File: src/rtl/osim_probe.sv
`default_nettype none
// ---------------------------------------------------------------------------
// osim_probe : Wishbone classic master that reads the five system-info
//              registers after reset or on request. Rev 1.0
// ---------------------------------------------------------------------------
module osim_probe #(
    parameter int TIMEOUT   = 16,
    parameter int MAX_RETRY = 3
) (
    input  logic        clk,
    input  logic        rst,
    input  logic        start,
    output logic [4:0]  adr_o,
    output logic [31:0] dat_o,
    output logic        cyc_o,
    output logic        stb_o,
    output logic        we_o,
    output logic [3:0]  sel_o,
    input  logic        ack_i,
    input  logic        rty_i,
    input  logic        err_i,
    input  logic [31:0] dat_i,
    output logic [31:0] freq,
    output logic [31:0] uart_base,
    output logic [31:0] uart_irq,
    output logic [31:0] dram_base,
    output logic [31:0] dram_size,
    output logic        valid,
    output logic        busy,
    output logic        error,
    output logic [2:0]  err_idx,
    output logic [1:0]  err_cause
);

    localparam int RW = (MAX_RETRY > 0) ? $clog2(MAX_RETRY + 1) : 1;
    localparam int TW = $clog2(TIMEOUT + 1);

    localparam logic [1:0] C_CAUSE_NONE = 2'd0;
    localparam logic [1:0] C_CAUSE_ERR  = 2'd1;
    localparam logic [1:0] C_CAUSE_RTY  = 2'd2;
    localparam logic [1:0] C_CAUSE_TMO  = 2'd3;
    localparam logic [2:0] C_LAST_IDX   = 3'd4;

    typedef enum logic [1:0] {
        S_IDLE = 2'd0,
        S_REQ  = 2'd1,
        S_GAP  = 2'd2,
        S_DONE = 2'd3
    } state_t;

    state_t          state_q, state_d;
    logic [2:0]      idx_q, idx_d;
    logic [RW-1:0]   retry_q, retry_d;
    logic [TW-1:0]   tmo_q, tmo_d;
    logic            valid_q, valid_d;
    logic            error_q, error_d;
    logic [2:0]      err_idx_q, err_idx_d;
    logic [1:0]      cause_q, cause_d;
    logic            load;
    logic [31:0]     freq_q, uart_base_q, uart_irq_q, dram_base_q, dram_size_q;

    always_ff @(posedge clk) begin
        if (rst) begin
            state_q   <= S_IDLE;
            idx_q     <= 3'd0;
            retry_q   <= '0;
            tmo_q     <= '0;
            valid_q   <= 1'b0;
            error_q   <= 1'b0;
            err_idx_q <= 3'd0;
            cause_q   <= C_CAUSE_NONE;
        end else begin
            state_q   <= state_d;
            idx_q     <= idx_d;
            retry_q   <= retry_d;
            tmo_q     <= tmo_d;
            valid_q   <= valid_d;
            error_q   <= error_d;
            err_idx_q <= err_idx_d;
            cause_q   <= cause_d;
        end
    end

    always_comb begin
        state_d   = state_q;
        idx_d     = idx_q;
        retry_d   = retry_q;
        tmo_d     = tmo_q;
        valid_d   = valid_q;
        error_d   = error_q;
        err_idx_d = err_idx_q;
        cause_d   = cause_q;
        load      = 1'b0;
        unique case (state_q)
            S_IDLE: begin
                state_d = S_REQ;
                idx_d   = 3'd0;
                retry_d = '0;
                tmo_d   = '0;
            end
            S_REQ: begin
                tmo_d = tmo_q + 1'b1;
                // Response priority: err over ack over rty, then timeout.
                if (err_i) begin
                    state_d   = S_DONE;
                    valid_d   = 1'b0;
                    error_d   = 1'b1;
                    err_idx_d = idx_q;
                    cause_d   = C_CAUSE_ERR;
                end else if (ack_i) begin
                    load    = 1'b1;
                    retry_d = '0;
                    if (idx_q == C_LAST_IDX) begin
                        state_d = S_DONE;
                        valid_d = 1'b1;
                        error_d = 1'b0;
                        cause_d = C_CAUSE_NONE;
                    end else begin
                        idx_d   = idx_q + 3'd1;
                        state_d = S_GAP;
                    end
                end else if (rty_i) begin
                    if (retry_q == RW'(MAX_RETRY)) begin
                        state_d   = S_DONE;
                        valid_d   = 1'b0;
                        error_d   = 1'b1;
                        err_idx_d = idx_q;
                        cause_d   = C_CAUSE_RTY;
                    end else begin
                        retry_d = retry_q + 1'b1;
                        state_d = S_GAP;
                    end
                end else if (tmo_q == TW'(TIMEOUT - 1)) begin
                    state_d   = S_DONE;
                    valid_d   = 1'b0;
                    error_d   = 1'b1;
                    err_idx_d = idx_q;
                    cause_d   = C_CAUSE_TMO;
                end
            end
            // One idle bus cycle swallows a late ack from a registered slave.
            S_GAP: begin
                state_d = S_REQ;
                tmo_d   = '0;
            end
            S_DONE: begin
                if (start) begin
                    state_d = S_IDLE;
                    valid_d = 1'b0;
                    error_d = 1'b0;
                    cause_d = C_CAUSE_NONE;
                end
            end
            default: state_d = S_IDLE;
        endcase
    end

    always_ff @(posedge clk) begin
        if (rst) begin
            freq_q      <= 32'd0;
            uart_base_q <= 32'd0;
            uart_irq_q  <= 32'd0;
            dram_base_q <= 32'd0;
            dram_size_q <= 32'd0;
        end else if (load) begin
            case (idx_q)
                3'd0:    freq_q      <= dat_i;
                3'd1:    uart_base_q <= dat_i;
                3'd2:    uart_irq_q  <= dat_i;
                3'd3:    dram_base_q <= dat_i;
                3'd4:    dram_size_q <= dat_i;
                default: ;
            endcase
        end
    end

    assign cyc_o     = (state_q == S_REQ);
    assign stb_o     = cyc_o;
    assign adr_o     = {idx_q, 2'b00};
    assign dat_o     = 32'd0;
    assign we_o      = 1'b0;
    assign sel_o     = 4'hf;
    assign busy      = (state_q != S_DONE);
    assign valid     = valid_q;
    assign error     = error_q;
    assign err_idx   = err_idx_q;
    assign err_cause = cause_q;
    assign freq      = freq_q;
    assign uart_base = uart_base_q;
    assign uart_irq  = uart_irq_q;
    assign dram_base = dram_base_q;
    assign dram_size = dram_size_q;

endmodule
`default_nettype wire

File: config.mk
export PLATFORM = sky130hd
export DESIGN_NAME = osim_probe
export DESIGN_NICKNAME = d
export VERILOG_FILES = /design/src/rtl/osim_probe.sv
export SDC_FILE = /design/constraint.sdc
export NUM_CORES = 1
export LEC_CHECK = 0
export CORE_ASPECT_RATIO = 1.5
export CORE_UTILIZATION = 45
export CTS_BUF_LIST = sky130_fd_sc_hd__clkbuf_8
export DETAILED_ROUTE_END_ITERATION = 7
export PLACE_DENSITY = 0.84
export SLEW_MARGIN = 20
export SYNTH_ARGS = -nofsm -noshare
export SYNTH_HDL_FRONTEND = slang
export SYNTH_SLANG_ARGS = --single-unit
File: constraint.sdc
create_clock -name clk -period 2.8 [get_ports clk]
set_clock_uncertainty 0.05 [all_clocks]
set_input_delay 0.56 -clock clk [delete_from_list [all_inputs] [get_ports clk]]
set_output_delay 0.56 -clock clk [all_outputs]
set_load 0.02 [all_outputs]
==> impl_metrics.json <==
{
  "crit_path_end_kind": "primary output",
  "clock_path_buffers": 2,
  "start_util_pct": 46.1,
  "die_h_um": 157,
  "p_per_area_nw_per_um2": 483,
  "switching_power_mw": 1.19,
  "n_fill_cell": 1329,
  "dr.pass1.iters": 5,
  "synth_flop_cell": "dfxtp_1",
  "pwr-share-comb_pct": 8.1,
  "p_int_mw": 3.42,
  "worstSetupStartpoint": "state_q[1]",
  "yosysTopAreaCell": "dfxtp_1",
  "grt.total_usage_pct": 23.8,
  "cts_inserted_buffers": 17,
  "crit_end": "cyc_o",
  "finalMaxSlewViolations": 0,
  "netlist.area_leader.share_pct": 49.7,
  "critical_path.startpoint_type": "flip-flop",
  "hold_path_class": "reg2reg",
  "hold_violations": 0,
  "antenna_found_initial": 0,
  "diodes": 0,
  "setup_viol": 0,
  "place_congestion": 0.843,
  "grt_pass1_vias": 5681,
  "ys_warn_count": 0,
  "r2r_slack_ns": 0.87,
  "crit_chain": "nand2b_1 > inv_1 > clkdlybuf4s50_1",
  "fin_crit_ns": 2.44,
  "rsz0062_at_grt": "no",
  "final_antenna_net_count": 0,
  "synthCells": 859,
  "htree_levels": 4,
  "clkTransAtPathRegs_ns": 0.09,
  "cts.sinks": 179,
  "yosysUniqueCellTypes": 42,
  "timing.rr.end": "dram_size[8]",
  "max_freq_mhz": 410,
  "status": "finished, final reports clean",
  "cts_tree": "yes",
  "cp.required_ns": 2.19,
  "max-cap-violations": 0,
  "cpPeakStageDelay_ns": 0.61,
  "vias": 6342,
  "synthesis.area_um2": 7210,
  "syn_area_per_cell_um2": 8.39,
  "ff_latch_area_um2": 3580,
  "worst_pin_slew_ns": 0.665,
  "p_sw_share_pct": 25.8,
  "drive_gt1_share_pct": 11.9,
  "wl_um": 20000,
  "ys_seq_area_share_pct": 49.7,
  "rows": 56,
  "syn_to_final_growth_pct": 32.4,
  "cts_root_buf": "clkbuf_8",
  "cp.arrival_ns": 1.83,
  "final_common_cell": "nand2_1",
  "finish.net_count": 1096,
  "hpwl_um": 14000,
  "multi_input_area_um2": 3050,
  "wl_per_cell_um": 15.8,
  "power.leakage_nw": 3.21,
  "grt_max_degree": 76,
  "routed_via_density": 5.02,
  "ys_seq_elements": 179,
  "period_share_pct": 87.1,
  "relSlewSlack_pct": 55.6,
  "ir_drop_mv": 0.288,
  "core_um2": 15600,
  "grt_pass1_wl_um": 30400,
  "r2r.worst_path.cells": 6,
  "clk_latency_ns": 0.45,
  "layout_common_cells": "338 x nand2_1, 209 x clkdlybuf4s50_1, 179 x dfxtp_1",
  "power_mw": 4.61,
  "ioPinCount": 250,
  "grt-ovfl-total": 0,
  "pwr-share-clk_pct": 35.8,
  "path_class": "reg2out",
  "crit_fanout": 9,
  "yosys-top-cells-area": "dfxtp_1 50%, nand2_1 18%, a21oi_2 8.5%",
  "regToRegStartpoint": "state_q[1]",
  "ctsHoldBuffers": 0,
  "async_reset_ff_share_pct": 0,
  "synth_edf_count": 0,
  "postCtsSetupRepairBufs": 0,
  "port_buffers": 210,
  "die_x_um": 105,
  "setup_tns_ns": 0,
  "crit_slowest_cell": "clkdlybuf4s50_1",
  "post_cts_resize_count": 0,
  "dieArea_um2": 16500,
  "drtIter0Drc": 353,
  "drc": 0,
  "pwr-share-seq_pct": 56.1
}
==> power groups by stage <==
stage / Combinational, mW / Sequential (mW) / Clock [mW]
global route: 0.399 / 2.59 / 1.80
floorplan: 0.225 / 2.67 / 0
global placement: 0.370 / 2.64 / 0
detailed placement: 0.372 / 2.65 / 0
CTS: 0.373 / 2.59 / 1.68
finish: 0.375 / 2.59 / 1.65
==> metal layers <==
layer  part of all wire, %  GRT usage [%]  up-vias
li1                      -              -     3069
met1                    39           27.3     2957
met2                    51           41.4      258
met3                   5.3           4.18       58
met4                   4.9           14.3        0
met5                     0              0        -
==> worst max-delay path: cells and delay by family, from the launching register on <==
kind                   cells  cell delay (ns)
buffers and inverters      2             0.74
and+or+nand+nor            1             0.24
DFF                        1             0.41
==> kinds of logic (layout without fill, tap and decap cells) <==
kind of cell	Yosys count	after routing	share of synthesized area (%)
AOI/OAI and AO/OA	180	180	16.7
xor gates and xnor gates	3	3	0.364
adders and majority gates	8	8	1.39
buffers and inverters	103	268	9.96
DFF	179	179	49.7
muxes	8	8	1.13
other	2	39	0.104
and+or+nand+nor	376	376	20.6
==> worst min-delay path by stage <==
stage | startpoint | to | slack, ns | cells past startpoint
4_1_cts | dram_base[18] | dram_base[18] | 0.41 | 2
3_3_place_gp | dram_base[0] | dram_base[0] | 0.39 | 2
3_5_place_dp | dram_base[18] | dram_base[18] | 0.40 | 2
2_1_floorplan | retry_q[1] | retry_q[1] | 0.39 | 2
6_report | dram_base[14] | dram_base[14] | 0.41 | 2
5_1_grt | rst | dram_size[6] | 0.42 | 2
==> area by class of cell <==
type / instances / area share [%]
Multi-Input combinational cell: 614 / 32.0
Clock inverter: 12 / 1.11
Tap cell: 203 / 2.66
Clock buffer: 18 / 2.59
Sequential cell: 179 / 37.5
Inverter: 6 / 0.236
Timing Repair Buffer: 232 / 23.9
==> registers in the layout (all words and copies together) (netlist names) <==
name	cells
err_idx	3
tmo_q	5
uart_irq	32
error	1
state_q	2
err_cause	2
retry_q	2
valid	1
idx_q	3
dram_base	32
dram_size	32
freq	32
uart_base	32
==> cells in the mapped netlist, types with 2 or more instances <==
cell	number
nor2_1	11
conb_1	2
ha_1	8
nand2b_1	3
dfxtp_1	179
inv_1	6
o21ai_0	2
buf_8	3
a21oi_1	95
a21boi_0	2
a22o_1	2
buf_6	16
nor3b_1	2
a21oi_2	70
nor2b_1	4
buf_4	41
nand2_1	338
xor2_1	2
buf_1	2
nand3_1	6
buf_2	16
o22ai_1	2
and3_1	5
mux2i_1	7
clkbuf_1	18
==> through the flow <==
stage | worst slack, ns | instance area, um2 | std cells | hold WS (ns) | util (%)
final | 0.362 | 9550 | 1264 | 0.405 | 61.1
after global routing | 0.262 | 9550 | 1264 | 0.422 | 61.1
after CTS | 0.336 | 9550 | 1264 | 0.407 | 61.1
after detailed placement | 0.347 | 9190 | 1234 | 0.395 | 58.8
after global placement | 0.421 | 9190 | 1234 | 0.391 | 58.8
after floorplan | 1.01 | 7350 | 896 | 0.392 | -
Note: power is estimated with default switching activity, not from simulation.
==> RTL edit 1 (same settings) <==
Reset style: asynchronous (`rst`), changed in 2 clocked blocks.
--- a/src/rtl/osim_probe.sv
+++ b/src/rtl/osim_probe.sv
@@ -61,3 +61,3 @@
 
-    always_ff @(posedge clk) begin
+    always_ff @(posedge clk or posedge rst) begin
         if (rst) begin
@@ -157,3 +157,3 @@
 
-    always_ff @(posedge clk) begin
+    always_ff @(posedge clk or posedge rst) begin
         if (rst) begin
Check against the original RTL: differs if rst is asserted again (counterexample within 4 cycles, from zero or initial values and one cycle with rst high); with rst held inactive, the same outputs for 4 cycles.
==> RTL edit 1 against the original RTL <==
- design area grew 4.2%
- wire length shrank 15%
- count of clock-buffer cells in the layout grew 1
- area after synthesis grew 1.8%
- sequential cell count is the same
- setup slack lost 0.058 ns
- global-route usage shrank 2.5 points
- cell count shrank 27%
- largest cell class unchanged
Power is not compared: it rests on default switching activity, and its combinational part moved more than twofold at a synthesized area within 25%.
==> RTL edit 1: results (changes against the original RTL) <==
clk buf depth=2 (unchanged); fraction of registers with async set/reset=100.0% (+100 points); cts repair resizes=0 (unchanged); CP top delay family=buffers and inverters; CP Max Fanout=5 (-4); Fmax=400.7 MHz (-2.3%); clk root buf=clkbuf_8; CTS HTree Levels=4 (unchanged); drt first pass iters=4 (-1); reg2reg setup slack=0.56 ns (-0.31 ns); Setup Buffers After CTS=0 (unchanged); fin. max-slew vios=0 (unchanged); IR drop worst, VDD=roughly 550 uV; clock-pin slew on the worst setup and hold paths=0.10 ns; Slew @ Worst Pin=0.5079 ns (-0.1575 ns); slowest stage delay, CP=about 0.62 ns; n_diodes=0 (unchanged); Leak=between 4 and 5 nW; synth top area cells=dfrtp_1 61%, mux2_2 25%, buf_4 4.5%; most common library cells after synthesis=179 x dfrtp_1, 163 x mux2_2, 44 x buf_4, 12 x nand2_1, 9 x buf_6; total track usage=21.29% (-2.5 points); drt via density=4.989 (-0.56%); outcome=finished, final reports clean; global-route wire length before repair=26880 um (-11%); Seq/Total Area, Yosys=61.03% (+11 points); Netlist cell types=34 (-19%); gpl congestion=0.8640 (+2.5%); CTS buffer count=17 (unchanged); Total Nets Final=757 (-31%); vias in the first global route=5071 (-11%); worst hold-check path type=input port to async pin; worst skew pair latency=~0.44 ns; wire length per cell=18.39 um (+16%); number of I/O port buffers=210 (unchanged); initial antenna violation count=0 (unchanged); Post-Place Worst Slack=0.2723 ns (-0.07434 ns); pin count of the biggest net entering global routing=81 (+6.6%); Syn. warnings=0 (unchanged); DR iter-0 viols=118 (-67%); crit path DAT=1.89 ns (+0.06 ns); slowest CP cell=clkdlybuf4s50_1; DP Wirelength=12690 um (-9.1%); share of cells above drive strength 1=30.39% (+19 points)
-- RTL edit 1: worst paths after layout --
path	startpoint	to	depth (start not counted)
max	state_q[1]$_DFFE_PP0P_	stb_o	3
min	rst	dram_size[25]$_DFFE_PP0P_	2
max reg2reg	tmo_q[0]$_DFFE_PP0P_	err_cause[1]$_DFFE_PP0P_	6
min reg2reg	valid$_DFFE_PP0P_	valid$_DFFE_PP0P_	1
max in group asynchronous	rst	dram_size[9]$_DFFE_PP0P_	3
min in group clk	valid$_DFFE_PP0P_	valid$_DFFE_PP0P_	1
-- RTL edit 1: cells by family after synthesis --
group | after synthesis | synth area share, %
DFF | 179 | 61.03
muxes | 166 | 25.42
buffers and inverters | 65 | 6.546
and+or+nand+nor | 47 | 3.512
AOI/OAI and AO/OA | 17 | 1.671
adders and majority gates | 8 | 1.364
xor gates and xnor gates | 3 | 0.3581
other | 2 | 0.1023
-- RTL edit 1: cell type report --
cell class / count / area [um2]
Fill cell: 1202 / 5812
Timing Repair Buffer: 227 / 2267
Tap cell: 203 / 254.0
Sequential cell: 179 / 4479
Clock inverter: 13 / 130.1
Inverter: 6 / 26.28
Clock buffer: 19 / 261.5
Multi-Input combinational cell: 280 / 2535
-- RTL edit 1: routing by layer --
layer | global-route usage, % | up-vias | share of wire, %
li1 | - | 2065 | -
met1 | 21.29 | 2358 | 34
met2 | 41.37 | 169 | 58
met3 | 4.544 | 33 | 5.0
met4 | 9.921 | 0 | 3.1
met5 | 0 | - | 0
-- RTL edit 1: where the power goes --
group          switching [mW]  internal, mW  total, mW  leakage (nW)
Sequential              0.725          3.75       4.48          2.30
Clock                   0.989         0.710       1.70         0.199
Combinational            2.77          3.00       5.78          2.08
Total                    4.49          7.47       12.0          4.58
-- RTL edit 1: per-stage QoR --
step                utilization [%]  TNS [ns]  instances  area, um2  hold slack, ns
floorplan                         -    -18.72        524       7482          0.4334
global route                  63.13         0        927       9953          0.4138
finish                        63.13         0        927       9953          0.4111
global placement              60.65         0        895       9562          0.4110
detailed placement            60.65         0        895       9562          0.4237
CTS                           63.13         0        927       9953          0.3951
==> RTL edit 2 (config.mk and constraints unchanged) <==
Made on the original files. Set the parameter `MAX_RETRY` to 6 (it was 3).
--- a/src/rtl/osim_probe.sv
+++ b/src/rtl/osim_probe.sv
@@ -7,3 +7,3 @@
     parameter int TIMEOUT   = 16,
-    parameter int MAX_RETRY = 3
+    parameter int MAX_RETRY = 6
 ) (
Behaviour: same outputs for any inputs over 4 cycles, from zero or initial values and one cycle with rst high; that may be too few to reach the edited logic, so the function may still have changed.
==> RTL edit 2 against the original RTL <==
- area after synthesis shrank 4.9%
- design area shrank 1.1%
- wire length grew 0.20%
- core utilization grew 3.0 points
- clock power grew 14%
- cell count shrank 0.40%
- power grew 5.0%
- setup slack lost 0.16 ns
- sequential cell count grew 1
==> RTL edit 2: results (changes against the original RTL) <==
drt first pass iters=4 (-1); outcome=finished, final reports clean; Clock group=1.88 mW (+14%); sw power=1.294 mW (+8.6%); gpl congestion=0.7880 (-6.5%); fraction of area in non-clock buffers=24.52% (+0.63 points); slowest stage delay, CP=0.66 ns (+0.05 ns); vias in the first global route=5981 (+5.3%); Leak=3.247 nW (+1.3%); worst skew pair latency=approximately 0.46 ns; die area=0.01575 mm2 (-4.8%); CP Max Fanout=18 (+9); # fillers=1286 (-3.2%); most common library cells after synthesis=331 x nand2_1, 180 x dfxtp_1, 166 x a21oi_1, 41 x buf_4, 33 x clkbuf_1; IR drop worst, VDD=309.5 uV (+7.5%); CTS HTree Levels=4 (unchanged); total track usage=25.81% (+2.0 points); drt via density=5.063 (+0.90%); FF+latch count, synth=180 (+0.56%); sequential share of power=53.7% (-2.4 points); DP Wirelength=13710 um (-1.8%); crit path DAT=1.99 ns (+0.16 ns); Slew @ Worst Pin=0.6195 ns (-0.04588 ns); number of I/O port buffers=210 (unchanged); Post-Synth Adder-Cell Area=1.641% (+0.25 points); syn avg cell area=7.977 um2 (-5.0%); synth top area cells=dfxtp_1 53%, nand2_1 18%, a21oi_1 12%; mux contribution to synthesized area=0.8025% (-0.33 points); Area after DPL=0.009012 mm2 (-2.0%); Post-Place Worst Slack=0.3113 ns (-0.03533 ns); Multi-In Gates=613 (-0.16%); Total Nets Final=1097 (+0.091%); DR iter-0 viols=253 (-28%); Netlist cell types=38 (-9.5%); number of non-clock buffers=232 (unchanged); Clock buffers and inverters, area share=4.494% (+0.79 points); compound-gate portion of the synthesized area=14.13% (-2.6 points); final core utilization=64.08% (+3.0 points); Vias=6374 (+0.50%); Seq/total area=38.18% (+0.64 points); share of cells above drive strength 1=6.021% (-5.9 points); Seq/Total Area, Yosys=52.53% (+2.8 points); global-route wire length before repair=30850 um (+1.6%); Cells after DPL=1227 (-0.57%); wire length per cell=15.93 um (+0.60%); XOR/XNOR share of the synthesized area=0.6383% (+0.27 points); Tot Pwr=4.844 mW (+5.0%); fraction of area in multi-input gates=29.97% (-2.0 points); pin count of the biggest net entering global routing=90 (+18%)
[RTL edit 2: cell count changes in the layout (fill, tap and decap cells not counted), moves of 4 or more]
cell	before	now
clkinv_2	5	0
a21oi_2	70	0
nand2_1	338	331
inv_8	0	4
a21oi_1	95	166
clkinv_4	1	5
[RTL edit 2: final timing paths]
check,start,endpoint,slack [ns],cells past startpoint
worst max register to register,tmo_q[0]$_SDFFE_PP0P_,err_idx[1]$_SDFFE_PP0P_,0.64,7
worst max-delay path,state_q[1]$_SDFFE_PP0P_,cyc_o,0.20,2
worst min register to register,dram_base[0]$_SDFFE_PP0P_,dram_base[0]$_SDFFE_PP0P_,0.41,2
worst min-delay path,dram_base[0]$_SDFFE_PP0P_,dram_base[0]$_SDFFE_PP0P_,0.41,2
[RTL edit 2: layer usage]
layer | track usage (%) | routed length (um) | up-vias
met2 | 46.38 | 10610 | 246
met3 | 4.344 | 1043 | 56
met1 | 27.64 | 7530 | 2994
li1 | - | - | 3078
met5 | 0 | 0 | -
met4 | 14.76 | 864 | 0
